[src/rtl/mc_pkg.sv]
// Shared definitions for the multicycle controller: state encodings,
// ALU operation codes, datapath mux-select constants and the ALU decode helper.
package mc_pkg;

  typedef enum logic [3:0] {
    FETCH  = 4'd0,
    DECODE = 4'd1,
    MEMADR = 4'd2,
    MEMRD  = 4'd3,
    MEMWB  = 4'd4,
    MEMWR  = 4'd5,
    EXECR  = 4'd6,
    EXECI  = 4'd7,
    ALUWB  = 4'd8,
    BRANCH = 4'd9
  } state_t;

  // Instruction class (Op field)
  localparam logic [1:0] OP_DP  = 2'b00;
  localparam logic [1:0] OP_MEM = 2'b01;
  localparam logic [1:0] OP_BR  = 2'b10;

  // ALU operations
  localparam logic [1:0] ALU_ADD = 2'b00;
  localparam logic [1:0] ALU_SUB = 2'b01;
  localparam logic [1:0] ALU_AND = 2'b10;
  localparam logic [1:0] ALU_ORR = 2'b11;

  // ALU source A
  localparam logic [1:0] SRCA_REG = 2'b00;
  localparam logic [1:0] SRCA_PC  = 2'b01;

  // ALU source B
  localparam logic [1:0] SRCB_REG  = 2'b00;
  localparam logic [1:0] SRCB_IMM  = 2'b01;
  localparam logic [1:0] SRCB_FOUR = 2'b10;

  // Result mux
  localparam logic [1:0] RES_ALUOUT = 2'b00;
  localparam logic [1:0] RES_RDATA  = 2'b01;
  localparam logic [1:0] RES_ALU    = 2'b10;

  // Immediate extension
  localparam logic [1:0] IMM_DP  = 2'b00;
  localparam logic [1:0] IMM_MEM = 2'b01;
  localparam logic [1:0] IMM_BR  = 2'b10;

  // Data-processing command (Funct[4:1]) to ALU operation
  function automatic logic [1:0] alu_decode(input logic [3:0] cmd);
    case (cmd)
      4'b0100: alu_decode = ALU_ADD;
      4'b0010: alu_decode = ALU_SUB;
      4'b0000: alu_decode = ALU_AND;
      4'b1100: alu_decode = ALU_ORR;
      default: alu_decode = ALU_ADD;
    endcase
  endfunction

  // Only arithmetic commands produce meaningful carry/overflow
  function automatic logic is_addsub(input logic [3:0] cmd);
    is_addsub = (cmd == 4'b0100) || (cmd == 4'b0010);
  endfunction

endpackage

[src/rtl/mc_condcheck.sv]
// ARM condition-code evaluation: Cond field against registered NZCV flags.
// Purely combinational; code 1111 never executes.
module mc_condcheck (
  input  logic [3:0] cond,
  input  logic [3:0] nzcv,
  output logic       condex
);

  logic n, z, c, v;
  assign {n, z, c, v} = nzcv;

  // Condition table EQ..AL
  always_comb begin
    condex = 1'b0;
    case (cond)
      4'b0000: condex = z;
      4'b0001: condex = ~z;
      4'b0010: condex = c;
      4'b0011: condex = ~c;
      4'b0100: condex = n;
      4'b0101: condex = ~n;
      4'b0110: condex = v;
      4'b0111: condex = ~v;
      4'b1000: condex = c & ~z;
      4'b1001: condex = ~c | z;
      4'b1010: condex = (n == v);
      4'b1011: condex = (n != v);
      4'b1100: condex = ~z & (n == v);
      4'b1101: condex = z | (n != v);
      4'b1110: condex = 1'b1;
      default: condex = 1'b0;
    endcase
  end

endmodule

[src/rtl/mc_fsm.sv]
// Multicycle ARM-subset main controller (Moore FSM).
// Optional build macro MC_FSM_WAIT_EN adds the MemReady port and makes
// FETCH, MEMRD and MEMWR hold until memory signals completion.
module mc_fsm
  import mc_pkg::*;
(
  input  logic       CLK,
  input  logic       RESET_N,
  input  logic [1:0] Op,
  input  logic [5:0] Funct,
  input  logic [3:0] Rd,
  input  logic [3:0] Cond,
  input  logic [3:0] ALUFlags,
`ifdef MC_FSM_WAIT_EN
  input  logic       MemReady,
`endif
  output logic       IRWrite,
  output logic       PCWrite,
  output logic       RegWrite,
  output logic       MemWrite,
  output logic       AdrSrc,
  output logic [1:0] ALUSrcA,
  output logic [1:0] ALUSrcB,
  output logic [1:0] ResultSrc,
  output logic [1:0] ALUControl,
  output logic [1:0] ImmSrc,
  output logic [1:0] RegSrc,
  output logic [3:0] State
);

  state_t     state;
  logic [3:0] nzcv;
  logic       condex_now;
  logic       condex_q;
  logic       mem_ready;

`ifdef MC_FSM_WAIT_EN
  assign mem_ready = MemReady;
`else
  assign mem_ready = 1'b1;
`endif

  mc_condcheck u_cond (
    .cond   (Cond),
    .nzcv   (nzcv),
    .condex (condex_now)
  );

  assign State = state;

  // Condition is captured in DECODE from the flags preceding this instruction,
  // so a flag update in EXECR/EXECI cannot change the outcome of its own write-back.
  // State, flag register and latched condition update
  always_ff @(posedge CLK or negedge RESET_N) begin
    if (!RESET_N) begin
      state    <= FETCH;
      nzcv     <= '0;
      condex_q <= 1'b0;
    end else begin
      if (state == DECODE) condex_q <= condex_now;
      if ((state == EXECR || state == EXECI) && Funct[0] && condex_q) begin
        nzcv[3:2] <= ALUFlags[3:2];
        if (is_addsub(Funct[4:1])) nzcv[1:0] <= ALUFlags[1:0];
      end
      case (state)
        FETCH:   if (mem_ready) state <= DECODE;
        DECODE: begin
          case (Op)
            OP_MEM:  state <= MEMADR;
            OP_DP:   state <= Funct[5] ? EXECI : EXECR;
            OP_BR:   state <= BRANCH;
            default: state <= FETCH;
          endcase
        end
        MEMADR:  state <= Funct[0] ? MEMRD : MEMWR;
        MEMRD:   if (mem_ready) state <= MEMWB;
        MEMWR:   if (mem_ready) state <= FETCH;
        EXECR,
        EXECI:   state <= ALUWB;
        default: state <= FETCH;
      endcase
    end
  end

  // Outputs are decoded from the current state only (plus the instruction
  // fields the state needs) and forced to zero while reset is held.
  // Moore output decode
  always_comb begin
    IRWrite    = 1'b0;
    PCWrite    = 1'b0;
    RegWrite   = 1'b0;
    MemWrite   = 1'b0;
    AdrSrc     = 1'b0;
    ALUSrcA    = SRCA_REG;
    ALUSrcB    = SRCB_REG;
    ResultSrc  = RES_ALUOUT;
    ALUControl = ALU_ADD;
    ImmSrc     = IMM_DP;
    RegSrc     = '0;
    case (state)
      FETCH: begin
        IRWrite   = mem_ready;
        PCWrite   = mem_ready;
        ALUSrcA   = SRCA_PC;
        ALUSrcB   = SRCB_FOUR;
        ResultSrc = RES_ALU;
      end
      DECODE: begin
        ALUSrcA   = SRCA_PC;
        ALUSrcB   = SRCB_FOUR;
        ResultSrc = RES_ALU;
        RegSrc    = {(Op == OP_MEM) && !Funct[0], Op == OP_BR};
      end
      MEMADR: begin
        ALUSrcB = SRCB_IMM;
        ImmSrc  = IMM_MEM;
      end
      MEMRD:  AdrSrc = 1'b1;
      MEMWB: begin
        ResultSrc = RES_RDATA;
        PCWrite   = condex_q && (Rd == 4'd15);
        RegWrite  = condex_q && (Rd != 4'd15);
      end
      MEMWR: begin
        AdrSrc   = 1'b1;
        MemWrite = condex_q;
      end
      EXECR:  ALUControl = alu_decode(Funct[4:1]);
      EXECI: begin
        ALUSrcB    = SRCB_IMM;
        ImmSrc     = IMM_DP;
        ALUControl = alu_decode(Funct[4:1]);
      end
      ALUWB: begin
        ResultSrc = RES_ALUOUT;
        PCWrite   = condex_q && (Rd == 4'd15);
        RegWrite  = condex_q && (Rd != 4'd15);
      end
      BRANCH: begin
        ALUSrcB   = SRCB_IMM;
        ImmSrc    = IMM_BR;
        ResultSrc = RES_ALU;
        PCWrite   = condex_q;
      end
      default: ;
    endcase
    if (!RESET_N) begin
      IRWrite    = 1'b0;
      PCWrite    = 1'b0;
      RegWrite   = 1'b0;
      MemWrite   = 1'b0;
      AdrSrc     = 1'b0;
      ALUSrcA    = '0;
      ALUSrcB    = '0;
      ResultSrc  = '0;
      ALUControl = '0;
      ImmSrc     = '0;
      RegSrc     = '0;
    end
  end

endmodule

[config.mk]
export PLATFORM = sky130hd
export DESIGN_NAME = mc_fsm
export DESIGN_NICKNAME = d
export VERILOG_FILES = /design/src/rtl/mc_pkg.sv /design/src/rtl/mc_condcheck.sv /design/src/rtl/mc_fsm.sv
export SDC_FILE = /design/constraint.sdc
export NUM_CORES = 1
export LEC_CHECK = 0
export CAP_MARGIN = 15
export CORE_ASPECT_RATIO = 1.25
export CORE_MARGIN = 5
export CORE_UTILIZATION = 42
export DETAILED_ROUTE_END_ITERATION = 12
export PLACE_DENSITY = 0.88
export SYNTH_ARGS = -nofsm -noshare
export SYNTH_HDL_FRONTEND = slang
export SYNTH_SLANG_ARGS = --single-unit
[constraint.sdc]
create_clock -name CLK -period 3.1 [get_ports CLK]
set_input_delay 0.465 -clock CLK [delete_from_list [all_inputs] [get_ports CLK]]
set_output_delay 0.465 -clock CLK [all_outputs]
set_load 0.03 [all_outputs]
* Word-level counts from Yosys, hierarchy flattened
Cells that the tools add are included.
** Word-level totals
- Bits in registers :: 9
- Output and inout bits :: 21
- Word-level logic and storage cells :: 91
** Operators by class
- Equality and inequality tests :: 32
- Mux-type cells :: 28
- Bitwise gates (word level) :: 8
- Reduce and logical (&&, ||, !) cells :: 19
** Operator list (number)
- 4-bit == test (second input constant) :: 11
- 4-bit by 3-bit == test with 1-bit output (second input constant) :: 9
- 4-bit by 2-bit == test with 1-bit output (second input constant) :: 5
- 4-bit one-hot mux with 5 select lines :: 1
- 2-bit 2-to-1 mux :: 8
- 1-bit one-hot mux with 15 select lines :: 1
- 4-bit zero test :: 3
- 2-bit one-hot mux with 2 select lines :: 3
- 4-bit one-hot mux with 3 select lines :: 1
- 1-bit 2-to-1 mux :: 11
- 4-bit by 1-bit == test with 1-bit output (second input constant) :: 2
- 2-bit OR reduction :: 4
- 2-bit one-hot mux with 3 select lines :: 1
- 3-bit OR reduction :: 2
- 1-bit logical AND :: 5
- 4-bit != test (second input constant) :: 1
- 1-bit NOT :: 4
- 3-bit 2-to-1 mux :: 1
- 1-bit one-hot mux with 3 select lines :: 1
- 1-bit AND :: 2
- 2-bit by 1-bit == test with 1-bit output (second input constant) :: 1
- 2-bit == test (second input constant) :: 1
- 2-bit zero test :: 1
- 1-bit logical OR :: 2
- 5 further kinds :: 6

* Depth between registers and ports, before layout
Gate-level depths: netlist (run 1).
- Word-level depth :: 5
- Depth in mapped cells :: 6

* Modules after synthesis
Synthesis (run 1) repeated with hierarchy kept, for this count alone.
** Second synthesis, totals
- Cells, all modules :: 113
- Area total of the unflattened synthesis :: 949.7 µm²
** Modules (own cells, without submodules)
- mc_fsm :: times used 1, cells an instance 85, area an instance 755.7 µm², sequential area each 225.2 µm²
- mc_condcheck :: times used 1, cells an instance 28, area an instance 193.9 µm², sequential area each 0.0 µm²

* Least setup slack after synthesis (run 1)
Ideal clock, no wire load.
- Path kind :: reg-to-output
- From :: register state[2] (netlist: State[2])
- To :: output port RegSrc[1]
- Arrival time :: 2075 ps
- Setup slack :: 560 ps
- Cell stages (with the launch flop) :: 5
- Buffers on the path :: 1
- Cells stage by stage :: dfrtp_1 -> buf_4 -> nor2_1 -> nand3_1 -> nor4b_1
** On the way
- Cells in the longest elaborated chain, start to end :: 3
** RTL lines
- start: declaration :: line mc_fsm.sv:31 : state_t state;
- start signal: assignment :: line mc_fsm.sv:70 : OP_DP: state <= Funct[5] ? EXECI : EXECR;
- start signal: assignment :: line mc_fsm.sv:75 : MEMADR: state <= Funct[0] ? MEMRD : MEMWR;
- 4-bit by 1-bit == test with 1-bit output :: line mc_fsm.sv:100 : case (state)
- 2-bit 2-to-1 mux :: line mc_fsm.sv:100
- 2-bit 2-to-1 mux :: line mc_fsm.sv:147 : if (!RESET_N) begin
- end: declaration :: line mc_fsm.sv:27 : output logic [1:0] RegSrc,
No other way between the ends.

* Worst setup path in the final report (run 1)
- From :: input port RESET_N
- To :: output port ALUControl[0]
** On the way
- Cells in the longest elaborated chain, start to end :: 1
** RTL lines
- start: declaration :: line mc_fsm.sv:8 : input logic RESET_N,
- 2-bit 2-to-1 mux :: line mc_fsm.sv:147
- end: declaration :: line mc_fsm.sv:25 : output logic [1:0] ALUControl,
No other way between the ends.

==> out/metrics.yaml, run 1 <==
outcome: "complete, no violations"
cts_root_buf: "clkbuf_4"
final_nets: 166
yosys_most_used_dff: "dfrtp_1"
drive_above_1_share_pct: 7.69
cts-hold-fix-buffers: 0
finalCriticalPeriod_ns: 2.87
nFillCells: 159
wl_per_cell_um: 14.5
worst_clock_skew_ns: 0.00663
hold_violations: 0
clock.fmax_mhz: 348
cp.arrival_ns: 2.41
synth-edff-count: 0
num_rows: 18
synth_fp_nets: 127
dr.first_iter.drc_count: 15
ys_seq_area_share_pct: 26.9
synth.most_common_cell: "nand2_1"
grt_pass1_vias: 887
drc: 0
finalSetupViolations: 0
post-dp-hpwl_mm: 1.90
regToRegSetupSlack_ns: 1.44
die_w_um: 49.9
core_region_area_mm2: 0.00194
numCtsBuffers: 3
overflow: 0
ys_warn_count: 0
synthDistinctLibCells: 34
ios: 43
wl_mm: 2.37
ir_worst_vdd_mv: 0.484
crit_path_end_kind: "output port"
p_leak_nw: 0.503
synthArstFlopShare_pct: 100
synth_area_leader_cell: "dfrtp_1"
clock_sinks: 9
finalSetupTns_ns: 0
rsz0062_at_grt: "no"
dr.pass1.iters: 4
fin_crit_sh_pct: 92.7
ctsResizeCount: 0
vias_per_cell: 5.69
synth_commonest_cells: "nand2_1 (10), dfrtp_1 (9), nor2_1 (9), nor2b_1 (6)"
worstReg2RegStart: "State[1]"
htree_levels: 1
io_buffer_count: 41
synth_area_leaders: "dfrtp_1 (27%), mux2_2 (5.4%), nand2_1 (4.5%)"
synth_seq_cells: 9
syn_area_per_cell_um2: 7.96
clock_latency_ns: 0.26
critPathMaxFanout: 6
grt_max_degree: 15
syn_area_um2: 836
yosysTopAreaCellShare_pct: 26.9
worst_r2r_path_depth: 4
worst-setup-path-type: "in2out"
grt_pass1_wl_mm: 3.93
holdCritPathClass: "in2async"
required_ns: 2.63
vias: 928
diodes: 0
netlist_instances: 105
antenna_found_initial: 0
powerDensity_mw_per_mm2: 763
final_antenna_net_count: 0
reg2reg_to: "nzcv[1]"
holdWs_ns: 0.438
die_area_mm2: 0.00299
floorplan.initialDensity_pct: 43.2
start_kind: "input pin"
clk_pin_slew_ns: 0.05
die_h_um: 59.9
cts.path.max_buffers: 2
grt_use_total_pct: 16.3
cap_viol_max_count: 0
cts_tree: "built"
slew_violations: 0
gp_congestion: 0.806
cts_post_setup_buffers_inserted: 0
synthToLayoutAreaGrowth_pct: 51.2
[layout make-up]
cell class / count / area (µm²) / share of cell area (%)
clock buffer: 4 / 26.3 / 2.08
timing repair buffer: 44 / 430 / 34.1
multi-input combinational: 85 / 553 / 43.8
tap: 20 / 25.0 / 1.98
sequential: 9 / 225 / 17.8
inverter: 1 / 3.75 / 0.297
[critical path, stage by stage]
cell and delay [ns]:
clkdlybuf4s50_1 0.60, nor2b_1 0.25, nand3_1 0.13, nor3_1 0.25
clkdlybuf4s50_1 0.71
[how the worst max path moves through the flow]
stage | startpoint | cells past startpoint | endpoint | slack, ns
final | RESET_N | 5 | ALUControl[0] | 0.23
after detailed placement | RESET_N | 5 | RegWrite | 0.20
after global routing | State[1] | 4 | RegSrc[1] | 0.05
after global placement | RESET_N | 5 | PCWrite | 0.28
after floorplan | State[2] | 4 | RegSrc[1] | 0.56
after CTS | RESET_N | 5 | RegWrite | 0.20
[placed cells by master (no fill, tap or decap), drive strengths merged, types with 2 or more instances in the layout]
cell	instances
clkdlybuf4s50	40
nand2	10
dfrtp	9
nor2	9
nor2b	6
nand2b	5
nor3	5
a21oi	4
xor2	4
mux2	4
buf	4
clkbuf	4
a21boi	3
xnor2	3
nand3b	3
nand3	3
and3	3
nor4b	3
o21ai	2
nor3b	2
nor4	2
mux2i	2
a41oi	2
[where the power goes]
| group | internal (mW) | switching, mW | total, mW | leakage [nW] |
|---|---|---|---|---|
| Clock | 0.0494 | 0.0385 | 0.0880 | 0.0150 |
| Combinational | 0.288 | 0.351 | 0.639 | 0.369 |
| Sequential | 0.158 | 0.0791 | 0.237 | 0.119 |
[routing by layer]
metal | vias up | global-route usage, % | share of wire (%)
met1 | 435 | 21.0 | 43
li1 | 450 | - | -
met2 | 41 | 27.3 | 47
met3 | 2 | 4.74 | 9.9
met4 | 0 | 3.37 | 0.51
met5 | - | 0 | 0
[per-stage QoR]
stage / cells / cell area (µm²) / utilization (%) / total power, mW / setup WS (ns)
detailed placement: 159 / 1240 / 63.9 / 0.877 / 0.201
CTS: 163 / 1260 / 65.2 / 0.964 / 0.200
global placement: 159 / 1240 / 63.9 / 0.863 / 0.277
finish: 163 / 1260 / 65.2 / 0.964 / 0.227
floorplan: 105 / 836 / - / 0.637 / 0.560
global route: 163 / 1260 / 65.2 / 1.02 / 0.0540
[cell families after synthesis]
kind of cell,after synthesis,share of synthesized area (%)
AO/OA/AOI/OAI,17,14.7
XOR/XNOR,7,7.34
buffers and inverters,11,6.89
flip-flops,9,26.9
multiplexers,6,7.78
other,1,0.449
AND/OR/NAND/NOR,54,35.9
[sequential cells by signal (all words and copies together) (netlist names)]
register / count
State: 4
nzcv: 4
condex_q: 1
No activity file was read; power rests on OpenSTA's default activity.
==> run 2: changes to the inputs <==
CTS_CLUSTER_SIZE = 8   (was not set)
SLEW_MARGIN = 20   (was not set)
==> results of run 2 <==
Same layout as run 1: the final DEF is identical, and so are final timing and power.
